`config.mk`:
```
export PLATFORM = sky130hd
export DESIGN_NAME = cavlc_run_encoder_flat
export DESIGN_NICKNAME = d
export VERILOG_FILES = /design/src/rtl/cavlc_run_encoder_if.sv /design/src/rtl/cavlc_run_encoder.sv /design/src/flat_wrapper.sv
export SDC_FILE = /design/constraint.sdc
export NUM_CORES = 1
export LEC_CHECK = 0
export ABC_AREA = 1
export ABC_CLOCK_PERIOD_IN_PS = 3190
export CORE_AREA = 2 2 119 98
export DETAILED_ROUTE_END_ITERATION = 8
export DIE_AREA = 0 0 121 100
export PLACE_DENSITY = 0.77
export SYNTH_ARGS = -nofsm -noshare
export SYNTH_HDL_FRONTEND = slang
export SYNTH_SLANG_ARGS = --single-unit
export TNS_END_PERCENT = 1
```
`constraint.sdc`:
```
create_clock -name clk -period 3.19 [get_ports clk]
set_input_delay 0.638 -clock clk [delete_from_list [all_inputs] [get_ports clk]]
set_output_delay 0.638 -clock clk [all_outputs]
set_load 0.02 [all_outputs]
```
`src/rtl/cavlc_run_encoder_if.sv`:
```
// Handshake bundle between the coefficient source, the run encoder
// and the CAVLC bitstream packer.
interface cavlc_run_encoder_if;
   logic         start;
   logic [143:0] coeff_in;
   logic         busy;
   logic         hdr_valid;
   logic [4:0]   total_coeff;
   logic [3:0]   total_zeros;
   logic         code_valid;
   logic         code_ready;
   logic [10:0]  code_bits;
   logic [3:0]   code_len;
   logic         done;

   modport master (
      output start, coeff_in, code_ready,
      input  busy, hdr_valid, total_coeff, total_zeros,
      input  code_valid, code_bits, code_len, done
   );

   modport slave (
      input  start, coeff_in, code_ready,
      output busy, hdr_valid, total_coeff, total_zeros,
      output code_valid, code_bits, code_len, done
   );
endinterface

```
`src/rtl/cavlc_run_encoder.sv`:
```
// CAVLC run_before encoder: scans a zigzag 4x4 block, reports
// TotalCoeff/total_zeros and emits run_before codewords top-down.
module cavlc_run_encoder (
   input  logic               clk,
   input  logic               reset_n,
   cavlc_run_encoder_if.slave bus
);

   localparam logic [2:0] S_IDLE = 3'd0;
   localparam logic [2:0] S_SCAN = 3'd1;
   localparam logic [2:0] S_HDR  = 3'd2;
   localparam logic [2:0] S_WALK = 3'd3;
   localparam logic [2:0] S_OUT  = 3'd4;
   localparam logic [2:0] S_DONE = 3'd5;

   logic [2:0]  state;
   logic [15:0] nz;
   logic [15:0] nz_in;
   logic [3:0]  idx;
   logic [3:0]  last_pos;
   logic [3:0]  p;
   logic [3:0]  zl;
   logic [3:0]  run;
   logic [4:0]  tc;
   logic [4:0]  cl;
   logic [4:0]  total_coeff;
   logic [3:0]  total_zeros;
   logic [10:0] code_bits;
   logic [3:0]  code_len;

   logic        nz_idx;
   logic        nz_p;
   logic [4:0]  tc_fin;
   logic [3:0]  last_fin;
   logic [3:0]  tz_fin;
   logic [10:0] vlc_bits;
   logic [3:0]  vlc_len;

   always_comb begin
      nz_in = '0;
      for (int i = 0; i < 16; i++)
         nz_in[i] = |bus.coeff_in[9*i +: 9];
   end

   assign nz_idx   = nz[idx];
   assign nz_p     = nz[p];
   assign tc_fin   = tc + {4'd0, nz_idx};
   assign last_fin = nz_idx ? idx : last_pos;
   // tc_fin==16 wraps to 0 in 4 bits, giving 15+1-0 = 0 as required
   assign tz_fin   = (tc_fin == 5'd0) ? 4'd0
                   : last_fin + 4'd1 - tc_fin[3:0];

   always_comb begin
      vlc_bits = '0;
      vlc_len  = 4'd1;
      unique case (1'b1)
         (zl == 4'd1): begin
            vlc_bits = {10'd0, run == 4'd0};
            vlc_len  = 4'd1;
         end
         (zl == 4'd2): begin
            vlc_bits = (run == 4'd0) ? 11'd1 : {10'd0, run == 4'd1};
            vlc_len  = (run == 4'd0) ? 4'd1 : 4'd2;
         end
         (zl == 4'd3): begin
            vlc_bits = {7'd0, 4'd3 - run};
            vlc_len  = 4'd2;
         end
         (zl == 4'd4): begin
            vlc_bits = (run < 4'd3) ? {7'd0, 4'd3 - run}
                                    : {10'd0, run == 4'd3};
            vlc_len  = (run < 4'd3) ? 4'd2 : 4'd3;
         end
         (zl == 4'd5): begin
            vlc_bits = (run < 4'd2) ? {7'd0, 4'd3 - run}
                                    : {7'd0, 4'd5 - run};
            vlc_len  = (run < 4'd2) ? 4'd2 : 4'd3;
         end
         (zl == 4'd6): begin
            vlc_len = (run == 4'd0) ? 4'd2 : 4'd3;
            case (run)
               4'd0:    vlc_bits = 11'd3;
               4'd1:    vlc_bits = 11'd0;
               4'd2:    vlc_bits = 11'd1;
               4'd3:    vlc_bits = 11'd3;
               4'd4:    vlc_bits = 11'd2;
               4'd5:    vlc_bits = 11'd5;
               4'd6:    vlc_bits = 11'd4;
               default: vlc_bits = 11'd0;
            endcase
         end
         (zl >= 4'd7): begin
            vlc_bits = (run < 4'd7) ? {7'd0, 4'd7 - run} : 11'd1;
            vlc_len  = (run < 4'd7) ? 4'd3 : run - 4'd3;
         end
         default: begin
            vlc_bits = '0;
            vlc_len  = 4'd1;
         end
      endcase
   end

   always_ff @(posedge clk) begin
      if (!reset_n) begin
         state       <= S_IDLE;
         nz          <= '0;
         idx         <= '0;
         last_pos    <= '0;
         p           <= '0;
         zl          <= '0;
         run         <= '0;
         tc          <= '0;
         cl          <= '0;
         total_coeff <= '0;
         total_zeros <= '0;
         code_bits   <= '0;
         code_len    <= '0;
      end else begin
         unique case (state)
            S_IDLE: begin
               if (bus.start) begin
                  nz       <= nz_in;
                  tc       <= '0;
                  last_pos <= '0;
                  idx      <= '0;
                  state    <= S_SCAN;
               end
            end
            S_SCAN: begin
               tc       <= tc_fin;
               last_pos <= last_fin;
               idx      <= idx + 4'd1;
               if (idx == 4'd15) begin
                  total_coeff <= tc_fin;
                  total_zeros <= tz_fin;
                  state       <= S_HDR;
               end
            end
            S_HDR: begin
               if (total_coeff <= 5'd1 || total_zeros == 4'd0) begin
                  state <= S_DONE;
               end else begin
                  zl    <= total_zeros;
                  cl    <= total_coeff;
                  run   <= '0;
                  p     <= last_pos - 4'd1;
                  state <= S_WALK;
               end
            end
            S_WALK: begin
               p <= p - 4'd1;
               if (nz_p) begin
                  code_bits <= vlc_bits;
                  code_len  <= vlc_len;
                  zl        <= zl - run;
                  cl        <= cl - 5'd1;
                  run       <= '0;
                  state     <= S_OUT;
               end else begin
                  run <= run + 4'd1;
               end
            end
            S_OUT: begin
               // lowest coefficient's run is implied, so stop at cl==1
               if (bus.code_ready)
                  state <= (zl == 4'd0 || cl == 5'd1) ? S_DONE : S_WALK;
            end
            S_DONE: state <= S_IDLE;
            default: state <= S_IDLE;
         endcase
      end
   end

   assign bus.busy        = (state != S_IDLE);
   assign bus.hdr_valid   = (state == S_HDR);
   assign bus.code_valid  = (state == S_OUT);
   assign bus.done        = (state == S_DONE);
   assign bus.total_coeff = total_coeff;
   assign bus.total_zeros = total_zeros;
   assign bus.code_bits   = code_bits;
   assign bus.code_len    = code_len;

endmodule

```
`src/flat_wrapper.sv`:
```
// flat-port wrapper written by rule: the top's interface ports become plain ports
module cavlc_run_encoder_flat 
  (clk, reset_n, bus_start, bus_coeff_in, bus_code_ready, bus_busy, bus_hdr_valid, bus_total_coeff, bus_total_zeros, bus_code_valid, bus_code_bits, bus_code_len, bus_done);
  cavlc_run_encoder_if bus_i ();
  input  logic clk;
  input  logic reset_n;
  input wire logic [$bits(bus_i.start)-1:0] bus_start;
  input wire logic [$bits(bus_i.coeff_in)-1:0] bus_coeff_in;
  input wire logic [$bits(bus_i.code_ready)-1:0] bus_code_ready;
  output wire logic [$bits(bus_i.busy)-1:0] bus_busy;
  output wire logic [$bits(bus_i.hdr_valid)-1:0] bus_hdr_valid;
  output wire logic [$bits(bus_i.total_coeff)-1:0] bus_total_coeff;
  output wire logic [$bits(bus_i.total_zeros)-1:0] bus_total_zeros;
  output wire logic [$bits(bus_i.code_valid)-1:0] bus_code_valid;
  output wire logic [$bits(bus_i.code_bits)-1:0] bus_code_bits;
  output wire logic [$bits(bus_i.code_len)-1:0] bus_code_len;
  output wire logic [$bits(bus_i.done)-1:0] bus_done;
  assign bus_i.start = bus_start;
  assign bus_i.coeff_in = bus_coeff_in;
  assign bus_i.code_ready = bus_code_ready;
  assign bus_busy = bus_i.busy;
  assign bus_hdr_valid = bus_i.hdr_valid;
  assign bus_total_coeff = bus_i.total_coeff;
  assign bus_total_zeros = bus_i.total_zeros;
  assign bus_code_valid = bus_i.code_valid;
  assign bus_code_bits = bus_i.code_bits;
  assign bus_code_len = bus_i.code_len;
  assign bus_done = bus_i.done;
  cavlc_run_encoder u_core (.clk(clk), .reset_n(reset_n), .bus(bus_i));
endmodule
```
==> flow_metrics.env, run 1 <==
export IMPL_status="finished, final reports clean"
export IMPL_route_detailed_wl_per_inst_um=15.4
export IMPL_synth_largest_area_cell="sky130_fd_sc_hd__dfxtp_1"
export IMPL_groute_usage_overall_pct=24.1
export IMPL_drt_initial_drc_count=454
export IMPL_synth_area_per_cell_um2=6.86
export IMPL_critical_path_endpoint_type="flip-flop"
export IMPL_final_hold_viol_count=0
export IMPL_synth_mux_area_share_pct=0
export IMPL_post_place_ws_ns=-0.0357
export IMPL_first_pass_iters=5
export IMPL_mappedNetlistArea_mm2=0.00430
export IMPL_grt_antenna_before_repair=0
export IMPL_route_vias_total=5058
export IMPL_filler_cell_count=988
export IMPL_peakVddDrop_uv=288
export IMPL_grt_pass1_vias=5060
export IMPL_numPortBuffers=168
export IMPL_timing_hold_worst_path_depth=2
export IMPL_num_antenna_cells=0
export IMPL_drc_errors=0
export IMPL_synth_adder_area_share_pct=7.63
export IMPL_post_route_cells_drive_above_1_share_pct=8.96
export IMPL_cts_buffers_inserted=9
export IMPL_dp_final_hpwl_um=11200
export IMPL_post_synth_edffs=0
export IMPL_cts_tree="yes"
export IMPL_io_pins=176
export IMPL_synthesis_yosys_warnings=0
export IMPL_netlist_area_leader_share_pct=30.8
export IMPL_r2r_cells=19
export IMPL_synth_seq_area_share_pct=30.8
export IMPL_timing_hold_ws_ns=0.470
export IMPL_timing_final_crit_period_ns=3.14
export IMPL_worstPathMaxFanout=5
export IMPL_post_route_worst_setup_slack_ns=0.0506
export IMPL_slew_limit_headroom_pct=53.1
export IMPL_fin_skew_ns=0.00557
export IMPL_nNetsFinal=972
export IMPL_yosys_cell_count_top_type="sky130_fd_sc_hd__nand2_1"
export IMPL_initial_core_util_pct=38.8
export IMPL_synthesis_instances=626
export IMPL_hp_class="flip-flop to flip-flop"
export IMPL_htree_levels=3
export IMPL_max_slew_worst_pin_slew_ns=0.702
export IMPL_worst_path_required_ns=3.38
export IMPL_clock_root_buffer="sky130_fd_sc_hd__clkbuf_16"
export IMPL_floorplan_core_area_mm2=0.0111
export IMPL_area_growth_pct=52.9
export IMPL_setup_worst_path_class="flip-flop to flip-flop"
export IMPL_antenna_left=0
export IMPL_finalSetupViolations=0
export IMPL_power_static_leakage_nw=2.51
export IMPL_floorplan_rows=35
export IMPL_postSynthRegisterBits=66
export IMPL_synth_compound_area_share_pct=20.2
export IMPL_main_combinational_cell_family_by_area_after_synthesis="simple AND/OR/NAND/NOR gates"
export IMPL_power_mw=2.70
export IMPL_die_width_um=121
export IMPL_grt_first_pass_wirelength_um=23600
export IMPL_finalWeightedCongestion=0.902
export IMPL_design_die_area_mm2=0.0121
export IMPL_finalMaxSlewViolations=0
export IMPL_synthTopCellsByCount="sky130_fd_sc_hd__nand2_1 (116), sky130_fd_sc_hd__dfxtp_1 (66), sky130_fd_sc_hd__inv_1 (63)"
export IMPL_vias_per_cell=5.31
export IMPL_grt_remaining_overflow=0
export IMPL_clock_sink_count=66
export IMPL_synth_async_sr_flop_share_pct=0
export IMPL_synth_xor_area_share_pct=2.24
export IMPL_synth_top_cells_by_area="sky130_fd_sc_hd__dfxtp_1 (31%), sky130_fd_sc_hd__nand2_1 (10%), sky130_fd_sc_hd__ha_1 (6.7%)"
export IMPL_regArea_mm2=0.00133
export IMPL_ctsLongestPathBuffers=2
export IMPL_max_freq_mhz=319
export IMPL_multi_input_area_mm2=0.00267
export IMPL_fin_crit_sh_pct=98.4
export IMPL_die_y_extent_um=100
export IMPL_cap_viol_max_count=0
export IMPL_start_kind="flip-flop"
export IMPL_cts_clk_slew_worst_paths_ns=0.05
export IMPL_power_per_cell_area_mw_per_mm2=411
export IMPL_ys_types=42
export IMPL_synth_simple_area_share_pct=29.4
export IMPL_clk_lat_worst_skew_ns=0.33
export IMPL_drt_total_wl_um=14600
export IMPL_critical_path_arrival_ns=3.33
export IMPL_grt_start_max_net_pins=38
export IMPL_ys_dominant_reg_cell="sky130_fd_sc_hd__dfxtp_1"
## routing by layer
layer	vias to the layer above	routed length, um	GRT usage, %
li1	2472	-	-
met1	2367	6070	30.0
met2	180	7200	40.8
met3	39	955	4.94
met4	0	400	9.57
met5	-	0	0
## critical path: stages (launching register included)
cell                      delay, ns
sky130_fd_sc_hd__dfxtp_4       0.36
sky130_fd_sc_hd__buf_4         0.16
sky130_fd_sc_hd__nand2_1       0.07
sky130_fd_sc_hd__nand3_1       0.09
sky130_fd_sc_hd__nand3_1       0.14
sky130_fd_sc_hd__nand3_2       0.13
sky130_fd_sc_hd__nand2_4       0.12
sky130_fd_sc_hd__ha_4          0.15
sky130_fd_sc_hd__ha_4          0.20
sky130_fd_sc_hd__ha_4          0.26
sky130_fd_sc_hd__inv_2         0.03
sky130_fd_sc_hd__ha_2          0.16
sky130_fd_sc_hd__fa_2          0.38
sky130_fd_sc_hd__xor2_1        0.19
sky130_fd_sc_hd__xor2_1        0.26
sky130_fd_sc_hd__inv_1         0.08
sky130_fd_sc_hd__nand2_1       0.06
sky130_fd_sc_hd__nand2_1       0.04
sky130_fd_sc_hd__nand2_1       0.06
sky130_fd_sc_hd__a21oi_2       0.05
## path summary, 6_finish.rpt
kind / start / endpoint / slack, ns
hold / removal: u_core.last_pos[2] / u_core.last_pos[2] / 0.47
setup reg to reg: u_core.idx[0] / u_core.bus.total_zeros[3] / 0.05
setup / recovery: u_core.idx[0] / u_core.bus.total_zeros[3] / 0.05
hold reg to reg: u_core.last_pos[2] / u_core.last_pos[2] / 0.47
## cell type report
class,count,share of cell area (%)
multi-input cells,469,40.7
repair buffers,184,27.5
flip-flops and latches,66,20.2
inverters,69,3.98
clock buffers,11,3.85
well taps,148,2.82
clock inverters,5,0.952
## state kept, by name, summed over array words and instances, names as in the netlist, 5 cells and up
signal and count:
u_core.nz 16, u_core.cl 5, u_core.tc 5, u_core.bus.total_coeff 5
## per-stage QoR
| step | std cells | instance area (um^2) | util (%) | TNS, ns |
|---|---|---|---|---|
| 2_1_floorplan | 632 | 4320 | - | 0 |
| 3_3_place_gp | 932 | 6120 | 55.2 | 0 |
| 3_5_place_dp | 932 | 6120 | 55.2 | -0.0357 |
| 4_1_cts | 949 | 6450 | 58.2 | 0 |
| 5_1_grt | 952 | 6570 | 59.3 | -0.0740 |
| 6_report | 952 | 6570 | 59.3 | 0 |
## cells in the final DEF, fill, tap and decap left out, types with 3 or more instances in the layout
cell type,count
sky130_fd_sc_hd__ha_1,18
sky130_fd_sc_hd__nand3b_1,3
sky130_fd_sc_hd__a41oi_1,16
sky130_fd_sc_hd__nand3_2,5
sky130_fd_sc_hd__clkbuf_16,9
sky130_fd_sc_hd__conb_1,7
sky130_fd_sc_hd__a21oi_1,51
sky130_fd_sc_hd__nand4_1,7
sky130_fd_sc_hd__nand3_1,45
sky130_fd_sc_hd__dfxtp_1,64
sky130_fd_sc_hd__a21oi_2,3
sky130_fd_sc_hd__o21ai_0,55
sky130_fd_sc_hd__inv_2,6
sky130_fd_sc_hd__nor2_2,3
sky130_fd_sc_hd__o211ai_1,8
sky130_fd_sc_hd__inv_1,62
sky130_fd_sc_hd__o22ai_1,3
sky130_fd_sc_hd__ha_4,4
sky130_fd_sc_hd__xor2_1,9
sky130_fd_sc_hd__nor4_1,16
sky130_fd_sc_hd__nor2_1,47
sky130_fd_sc_hd__nor3_1,20
sky130_fd_sc_hd__clkdlybuf4s50_1,168
sky130_fd_sc_hd__buf_4,14
sky130_fd_sc_hd__o21ai_1,7
sky130_fd_sc_hd__nand2_1,115
sky130_fd_sc_hd__or2_2,3
## what timing repair did
| item | CTS | global route |
|---|---|---|
| endpoints found under the setup margin | 1 | 1 |
| cloned | 0 | 1 |
| resized for setup | 5 | 21 |
| hold buffers | 0 | 0 |
| pin swaps | 3 | 10 |
| buffers inserted | 1 | 2 |
## power by group
part           internal (mW)  switching, mW  leakage, nW
Combinational          0.381          0.371         1.82
Sequential             0.873         0.0428        0.538
Clock                  0.650          0.381        0.148
Total                   1.90          0.794         2.51
## cell families after synthesis
family / after synthesis
DFF: 66
adders and majority gates: 25
AOI/OAI and AO/OA: 151
buffers and inverters: 97
and+or+nand+nor: 275
xor gates and xnor gates: 11
other: 1
Note: power is estimated with default switching activity, not from simulation.
==> run 2, diff against run 1 <==
--- a/config.mk
+++ b/config.mk
@@ -5,11 +5,10 @@
 export SDC_FILE = /design/constraint.sdc
 export NUM_CORES = 1
 export LEC_CHECK = 0
-export ABC_AREA = 1
 export ABC_CLOCK_PERIOD_IN_PS = 3190
-export CORE_AREA = 2 2 119 98
+export CORE_AREA = 2 2 120 99
 export DETAILED_ROUTE_END_ITERATION = 8
-export DIE_AREA = 0 0 121 100
+export DIE_AREA = 0 0 122 101
 export PLACE_DENSITY = 0.77
 export SYNTH_ARGS = -nofsm -noshare
 export SYNTH_HDL_FRONTEND = slang
==> flow_metrics.env, run 2 <==
export IMPL_timing_reg2reg_setup_slack_ns=-0.16
export IMPL_cts_buffers_inserted=9
export IMPL_grt_first_pass_wirelength_um=22300
export IMPL_setup_repair_after_global_routing_missed_its_margin="yes"
export IMPL_synth_top_cells_by_area="sky130_fd_sc_hd__dfxtp_1 (30%), sky130_fd_sc_hd__ha_1 (6.6%), sky130_fd_sc_hd__nor2_1 (6.0%)"
export IMPL_synthesis_instances=530
export IMPL_max_slew_worst_pin_slew_ns=0.732
export IMPL_post_synth_edffs=0
export IMPL_antenna_left=0
export IMPL_grt_pass1_vias=4693
export IMPL_num_antenna_cells=0
export IMPL_cts_tree="yes"
export IMPL_peakVddDrop_uv=264
export IMPL_die_y_extent_um=101
export IMPL_ys_dominant_reg_cell="sky130_fd_sc_hd__dfxtp_1"
export IMPL_layoutNonFillerInstCount=860
export IMPL_ys_types=68
export IMPL_cap_viol_max_count=0
export IMPL_numPortBuffers=168
export IMPL_clock_root_buffer="sky130_fd_sc_hd__clkbuf_16"
export IMPL_design_die_area_mm2=0.0123
export IMPL_worst_path_required_ns=3.41
export IMPL_nNetsFinal=880
export IMPL_slew_limit_headroom_pct=51.2
export IMPL_globalRoute_busiestLayer="met2"
export IMPL_mostFrequentLayoutCell="sky130_fd_sc_hd__clkdlybuf4s50_1"
export IMPL_cts_hold_fix_buffers=0
export IMPL_drc_errors=0
export IMPL_power_per_cell_area_mw_per_mm2=387
export IMPL_synthesis_yosys_warnings=0
export IMPL_vias_per_cell=5.58
export IMPL_floorplan_core_area_mm2=0.0112
export IMPL_post_place_ws_ns=-0.315
export IMPL_drt_total_wl_um=14000
export IMPL_failed_checks="setup timing"
export IMPL_hp_start="u_core.bus.code_len[0]"
export IMPL_global_route_usage_met2_pct=39.1
export IMPL_fin_crit_sh_pct=105
export IMPL_post_route_cells_drive_above_1_share_pct=11.8
export IMPL_grt_start_max_net_pins=41
export IMPL_dp_final_hpwl_um=10900
export IMPL_max_freq_mhz=298
export IMPL_first_pass_iters=5
export IMPL_synth_area_per_cell_um2=8.22
export IMPL_critical_path_endpoint_type="flip-flop"
export IMPL_power_static_leakage_nw=2.43
export IMPL_final_hold_viol_count=0
export IMPL_groute_usage_overall_pct=22.9
export IMPL_drt_initial_drc_count=399
export IMPL_flip_flop_count_of_the_largest_register_all_copies_and_words_added=16
export IMPL_registers_top_by_ff_count="u_core.nz"
export IMPL_final_cell_mix="sky130_fd_sc_hd__clkdlybuf4s50_1 (168), sky130_fd_sc_hd__nor2_1 (70), sky130_fd_sc_hd__dfxtp_1 (64), sky130_fd_sc_hd__nand2_1 (42), sky130_fd_sc_hd__nor3_1 (41)"
export IMPL_whs_endpoint="u_core.bus.code_len[0]"
export IMPL_floorplan_rows=35
export IMPL_postLayoutCoreUtil_pct=60.2
export IMPL_synth_async_sr_flop_share_pct=0
export IMPL_cts_clk_slew_worst_paths_ns=0.06
export IMPL_finalMaxSlewViolations=0
export IMPL_clk_lat_worst_skew_ns=0.34
export IMPL_setup_worst_path_class="flip-flop to flip-flop"
export IMPL_timing_setup_tns_ns=-0.165
export IMPL_fin_skew_ns=0.00778
export IMPL_htree_levels=3
export IMPL_route_detailed_wl_per_inst_um=16.2
export IMPL_r2r_cells=14
export IMPL_mappedNetlistArea_mm2=0.00435
export IMPL_reg2reg_from="u_core.idx[0]"
export IMPL_finalSetupViolations=1
export IMPL_grt_antenna_before_repair=0
export IMPL_ctsLongestPathBuffers=2
export IMPL_timing_hold_worst_path_depth=2
export IMPL_post_route_worst_setup_slack_ns=-0.165
export IMPL_start_kind="flip-flop"
export IMPL_io_pins=176
export IMPL_postCtsSetupRepairBufs=0
export IMPL_synthTopCellsByCount="sky130_fd_sc_hd__nor2_1 (70), sky130_fd_sc_hd__dfxtp_1 (66), sky130_fd_sc_hd__nand2_1 (42)"
export IMPL_area_growth_pct=54.5
export IMPL_groute_layer_met3_usage_pct=5.94
export IMPL_timing_final_crit_period_ns=3.35
export IMPL_synth_largest_area_cell="sky130_fd_sc_hd__dfxtp_1"
export IMPL_worstPathMaxFanout=3
export IMPL_grt_use_met1_pct=28.6
export IMPL_route_vias_total=4795
export IMPL_grt_remaining_overflow=0
export IMPL_dpl_cell_count=844
export IMPL_critical_path_arrival_ns=3.58
export IMPL_netlist_area_leader_share_pct=30.3
export IMPL_postSynthRegisterBits=66
export IMPL_reg2reg_to="u_core.bus.total_zeros[3]"
export IMPL_clock_sink_count=66
export IMPL_finalWeightedCongestion=0.999
export IMPL_die_width_um=122
export IMPL_hp_class="flip-flop to flip-flop"
export IMPL_synth_seq_area_share_pct=30.3
export IMPL_yosys_cell_count_top_type="sky130_fd_sc_hd__nor2_1"
export IMPL_initial_core_util_pct=39.0
export IMPL_status="complete, but fails checks"
## run 2: report_power, final
part / internal, mW / leakage [nW] / switching (mW)
sequential: 0.862 / 0.538 / 0.0456
combinational: 0.325 / 1.73 / 0.224
clock: 0.763 / 0.169 / 0.385
## run 2: worst max-delay path by stage
stage,startpoint,end,cells past startpoint
3_5_place_dp,u_core.idx[2],u_core.bus.total_zeros[3],14
6_report,u_core.idx[0],u_core.bus.total_zeros[3],14
5_1_grt,u_core.idx[0],u_core.bus.total_zeros[3],13
2_1_floorplan,u_core.idx[0],u_core.bus.total_zeros[3],15
4_1_cts,u_core.idx[0],u_core.bus.total_zeros[3],12
3_3_place_gp,u_core.idx[2],u_core.bus.total_zeros[3],14
## run 2: metal layers
metal	up-vias	share of wire, %
met4	0	2.0
met5	-	0
met3	37	7.5
li1	2307	-
met2	217	48
met1	2234	42
## run 2: final cells by class
type / count / area, um^2
fill: 938 / 4440
timing repair buffer: 201 / 1930
tap: 148 / 185
multi-input combinational: 413 / 2880
clock inverter: 7 / 118
sequential: 66 / 1330
clock buffer: 9 / 225
inverter: 16 / 60.1
## run 2: repair_timing
action                                  CTS  global route
pin swaps                                10             0
endpoints found under the setup margin    1             1
gates resized for setup                   2             2
endpoints found under the hold margin     0             0
## run 2: logic make-up (layout without fill, tap and decap cells)
kind of cell | count (synthesis) | in the layout | share of synthesized area [%]
fa+ha+maj | 25 | 25 | 7.53
mux | 23 | 23 | 7.99
compound gates | 132 | 132 | 21.9
flops | 66 | 66 | 30.3
simple gates | 215 | 215 | 24.1
other cells | 1 | 7 | 0.0861
buf+inv | 57 | 233 | 5.89
xor+xnor | 11 | 11 | 2.21
## run 2: critical path: stages (launching register included)
cell	delay, ns
sky130_fd_sc_hd__dfxtp_4	0.36
sky130_fd_sc_hd__mux4_2	0.49
sky130_fd_sc_hd__a22o_1	0.26
sky130_fd_sc_hd__a31o_4	0.23
sky130_fd_sc_hd__ha_4	0.16
sky130_fd_sc_hd__ha_4	0.22
sky130_fd_sc_hd__ha_4	0.26
sky130_fd_sc_hd__inv_2	0.04
sky130_fd_sc_hd__ha_4	0.15
sky130_fd_sc_hd__fa_2	0.35
sky130_fd_sc_hd__xnor2_2	0.16
sky130_fd_sc_hd__xnor2_2	0.14
sky130_fd_sc_hd__nand3_1	0.09
sky130_fd_sc_hd__nor2_1	0.06
sky130_fd_sc_hd__a311o_1	0.27
## run 2: stage by stage
step,hold WS [ns],power (mW),area (um^2)
after global placement,0.483,1.45,6360
after global routing,0.525,2.70,6730
after CTS,0.502,2.61,6720
after floorplan,0.459,1.18,4460
after detailed placement,0.492,1.47,6360
final,0.498,2.60,6730
==> run 3, diff against run 2 <==
--- a/config.mk
+++ b/config.mk
@@ -5,11 +5,12 @@
 export SDC_FILE = /design/constraint.sdc
 export NUM_CORES = 1
 export LEC_CHECK = 0
-export ABC_CLOCK_PERIOD_IN_PS = 3190
+export ABC_CLOCK_PERIOD_IN_PS = 2800
 export CORE_AREA = 2 2 120 99
 export DETAILED_ROUTE_END_ITERATION = 8
 export DIE_AREA = 0 0 122 101
 export PLACE_DENSITY = 0.77
+export SETUP_SLACK_MARGIN = 0.02
 export SYNTH_ARGS = -nofsm -noshare
 export SYNTH_HDL_FRONTEND = slang
 export SYNTH_SLANG_ARGS = --single-unit
==> constraint.sdc (replaced) <==
create_clock -name clk -period 2.8 [get_ports clk]
set_input_delay 0.56 -clock clk [delete_from_list [all_inputs] [get_ports clk]]
set_output_delay 0.56 -clock clk [all_outputs]
set_load 0.02 [all_outputs]
==> flow_metrics.env, run 3 (synthesis gave the netlist of run 2 again) <==
export IMPL_status="complete, but fails checks"
export IMPL_failed_checks="setup timing"
export IMPL_finalSetupViolations=4
export IMPL_ctsLongestPathBuffers=2
export IMPL_floorplan_rows=35
export IMPL_clock_sink_count=66
export IMPL_cts_tree="yes"
export IMPL_timing_final_crit_period_ns=3.36
export IMPL_grt_first_pass_wirelength_um=23000
export IMPL_first_pass_iters=6
export IMPL_final_cell_mix="sky130_fd_sc_hd__clkdlybuf4s50_1 (168), sky130_fd_sc_hd__nor2_1 (70), sky130_fd_sc_hd__dfxtp_1 (63), sky130_fd_sc_hd__nand2_1 (42), sky130_fd_sc_hd__nor3_1 (41)"
export IMPL_met2_routed_wl_um=7210
export IMPL_fin_skew_ns=0.00629
export IMPL_mostFrequentLayoutCell="sky130_fd_sc_hd__clkdlybuf4s50_1"
export IMPL_final_hold_viol_count=0
export IMPL_design_die_area_mm2=0.0123
export IMPL_start_kind="flip-flop"
export IMPL_worstPathCellList="mux4_2 > a22o_1 > a31o_4 > ha_4 > ha_4 > ha_4 > inv_2 > ha_4 > fa_2 > xnor2_2 > xnor2_1 > nand3_1 > nor2_1 > a311o_1"
export IMPL_timing_hold_ws_ns=0.503
export IMPL_post_route_worst_setup_slack_ns=-0.563
export IMPL_die_width_um=122
export IMPL_grt_start_max_net_pins=61
export IMPL_finalMaxSlewViolations=0
export IMPL_fin_crit_sh_pct=120
export IMPL_power_switching_fraction_pct=27.3
export IMPL_cts_clk_slew_worst_paths_ns=0.06
export IMPL_drt_initial_drc_count=417
export IMPL_post_route_cells_drive_above_1_share_pct=12.9
export IMPL_power_mw=2.83
export IMPL_critical_path_slowest_cell="sky130_fd_sc_hd__mux4_2"
export IMPL_io_pins=176
export IMPL_seq_power_share_pct=36.5
export IMPL_floorplan_core_area_mm2=0.0112
export IMPL_postLayoutCoreUtil_pct=60.6
export IMPL_clock_share_of_power_pct=40.9
export IMPL_route_detailed_wl_per_inst_um=16.5
export IMPL_route_vias_total=4812
export IMPL_flip_flop_count_of_the_largest_register_all_copies_and_words_added=16
export IMPL_groute_usage_overall_pct=23.5
export IMPL_power_static_leakage_nw=2.45
export IMPL_power_per_cell_area_mw_per_mm2=418
export IMPL_cap_viol_max_count=0
export IMPL_num_antenna_cells=0
export IMPL_topRoutingLayerUsed="met4"
export IMPL_cts_buffers_inserted=9
export IMPL_clk_lat_worst_skew_ns=0.34
export IMPL_total_routed_wire_length_on_the_met1_layer_um=5910
export IMPL_slew_limit_headroom_pct=30.1
export IMPL_finalWeightedCongestion=0.887
export IMPL_max_freq_mhz=297
export IMPL_p_comb_share_pct=22.7
export IMPL_cp_num_buf_inv=1
export IMPL_hp_class="flip-flop to flip-flop"
export IMPL_max_stage_delay_ns=0.49
export IMPL_drc_errors=0
export IMPL_vias_per_cell=5.55
export IMPL_total_switching_power_mw=0.771
export IMPL_clock_root_buffer="sky130_fd_sc_hd__clkbuf_16"
export IMPL_die_y_extent_um=101
export IMPL_critical_path_top_cell_by_count="sky130_fd_sc_hd__ha_4"
export IMPL_max_slew_worst_pin_slew_ns=1.04
export IMPL_antenna_left=0
export IMPL_worstPathMaxFanout=3
export IMPL_setup_repair_after_global_routing_missed_its_margin="yes"
export IMPL_registers_top_by_ff_count="u_core.nz"
export IMPL_critical_path_endpoint_type="flip-flop"
export IMPL_worst_path_required_ns=3.03
export IMPL_grt_remaining_overflow=0
export IMPL_grt_pass1_vias=4835
export IMPL_nNetsFinal=887
export IMPL_filler_cell_count=962
export IMPL_initial_core_util_pct=39.0
export IMPL_peakVddDrop_uv=324
export IMPL_area_growth_pct=55.5
export IMPL_timing_setup_tns_ns=-0.845
export IMPL_timing_critical_path_max_delay_family="adder cells"
export IMPL_p_int_mw=2.06
export IMPL_grt_antenna_before_repair=0
export IMPL_dp_final_hpwl_um=11100
export IMPL_setup_worst_path_class="flip-flop to flip-flop"
export IMPL_htree_levels=3
export IMPL_drt_total_wl_um=14300
export IMPL_detailroute_wirelength_met3_um=982
export IMPL_critical_path_arrival_ns=3.59
export IMPL_numPortBuffers=168
[run 3: final cells by class]
cell class	instances	area, um^2	share of cell area, %
clock buffers	9	225	3.33
multi-input cells	413	2900	42.8
clock inverters	7	77.6	1.15
well taps	148	185	2.74
inverters	16	60.1	0.887
repair buffers	208	2000	29.5
flip-flops and latches	66	1330	19.6
[run 3: final timing paths]
| kind | start | endpoint | slack, ns | cells after the start |
|---|---|---|---|---|
| max | u_core.idx[0] | u_core.bus.total_zeros[3] | -0.56 | 14 |
| min | u_core.bus.code_len[1] | u_core.bus.code_len[1] | 0.50 | 2 |
| max reg2reg | u_core.idx[0] | u_core.bus.total_zeros[3] | -0.56 | 14 |
| min reg2reg | u_core.bus.code_len[1] | u_core.bus.code_len[1] | 0.50 | 2 |
[run 3: routing by layer]
| metal | track usage [%] | vias up |
|---|---|---|
| met5 | 0 | - |
| met4 | 5.57 | 0 |
| met3 | 6.00 | 22 |
| met2 | 41.0 | 199 |
| met1 | 29.1 | 2270 |
| li1 | - | 2321 |
[run 3: timing repair]
item,CTS,global route
endpoints found under the setup margin,4,5
resized for setup,3,5
pin swaps,10,7
hold buffers,0,0
buffers inserted,1,0
[run 3: tightest hold or removal path: cells and delay by family (launching register included)]
family	cells	cell delay [ns]
mux	1	0.06
simple gates	1	0.08
flops	1	0.33
[run 3: metrics by stage]
stage / instance area, um^2 / setup slack, ns / instances
4_1_cts: 6750 / -0.553 / 867
2_1_floorplan: 4460 / -0.645 / 536
6_report: 6770 / -0.563 / 867
3_5_place_dp: 6420 / -0.632 / 850
3_3_place_gp: 6420 / -0.572 / 850
5_1_grt: 6770 / -0.688 / 867
[run 3: power groups by stage]
stage	clock, mW	combinational, mW	sequential, mW
finish	1.16	0.642	1.03
global route	1.20	0.696	1.04
global placement	0	0.617	1.04
CTS	1.17	0.641	1.03
detailed placement	0	0.633	1.05
floorplan	0	0.317	1.02
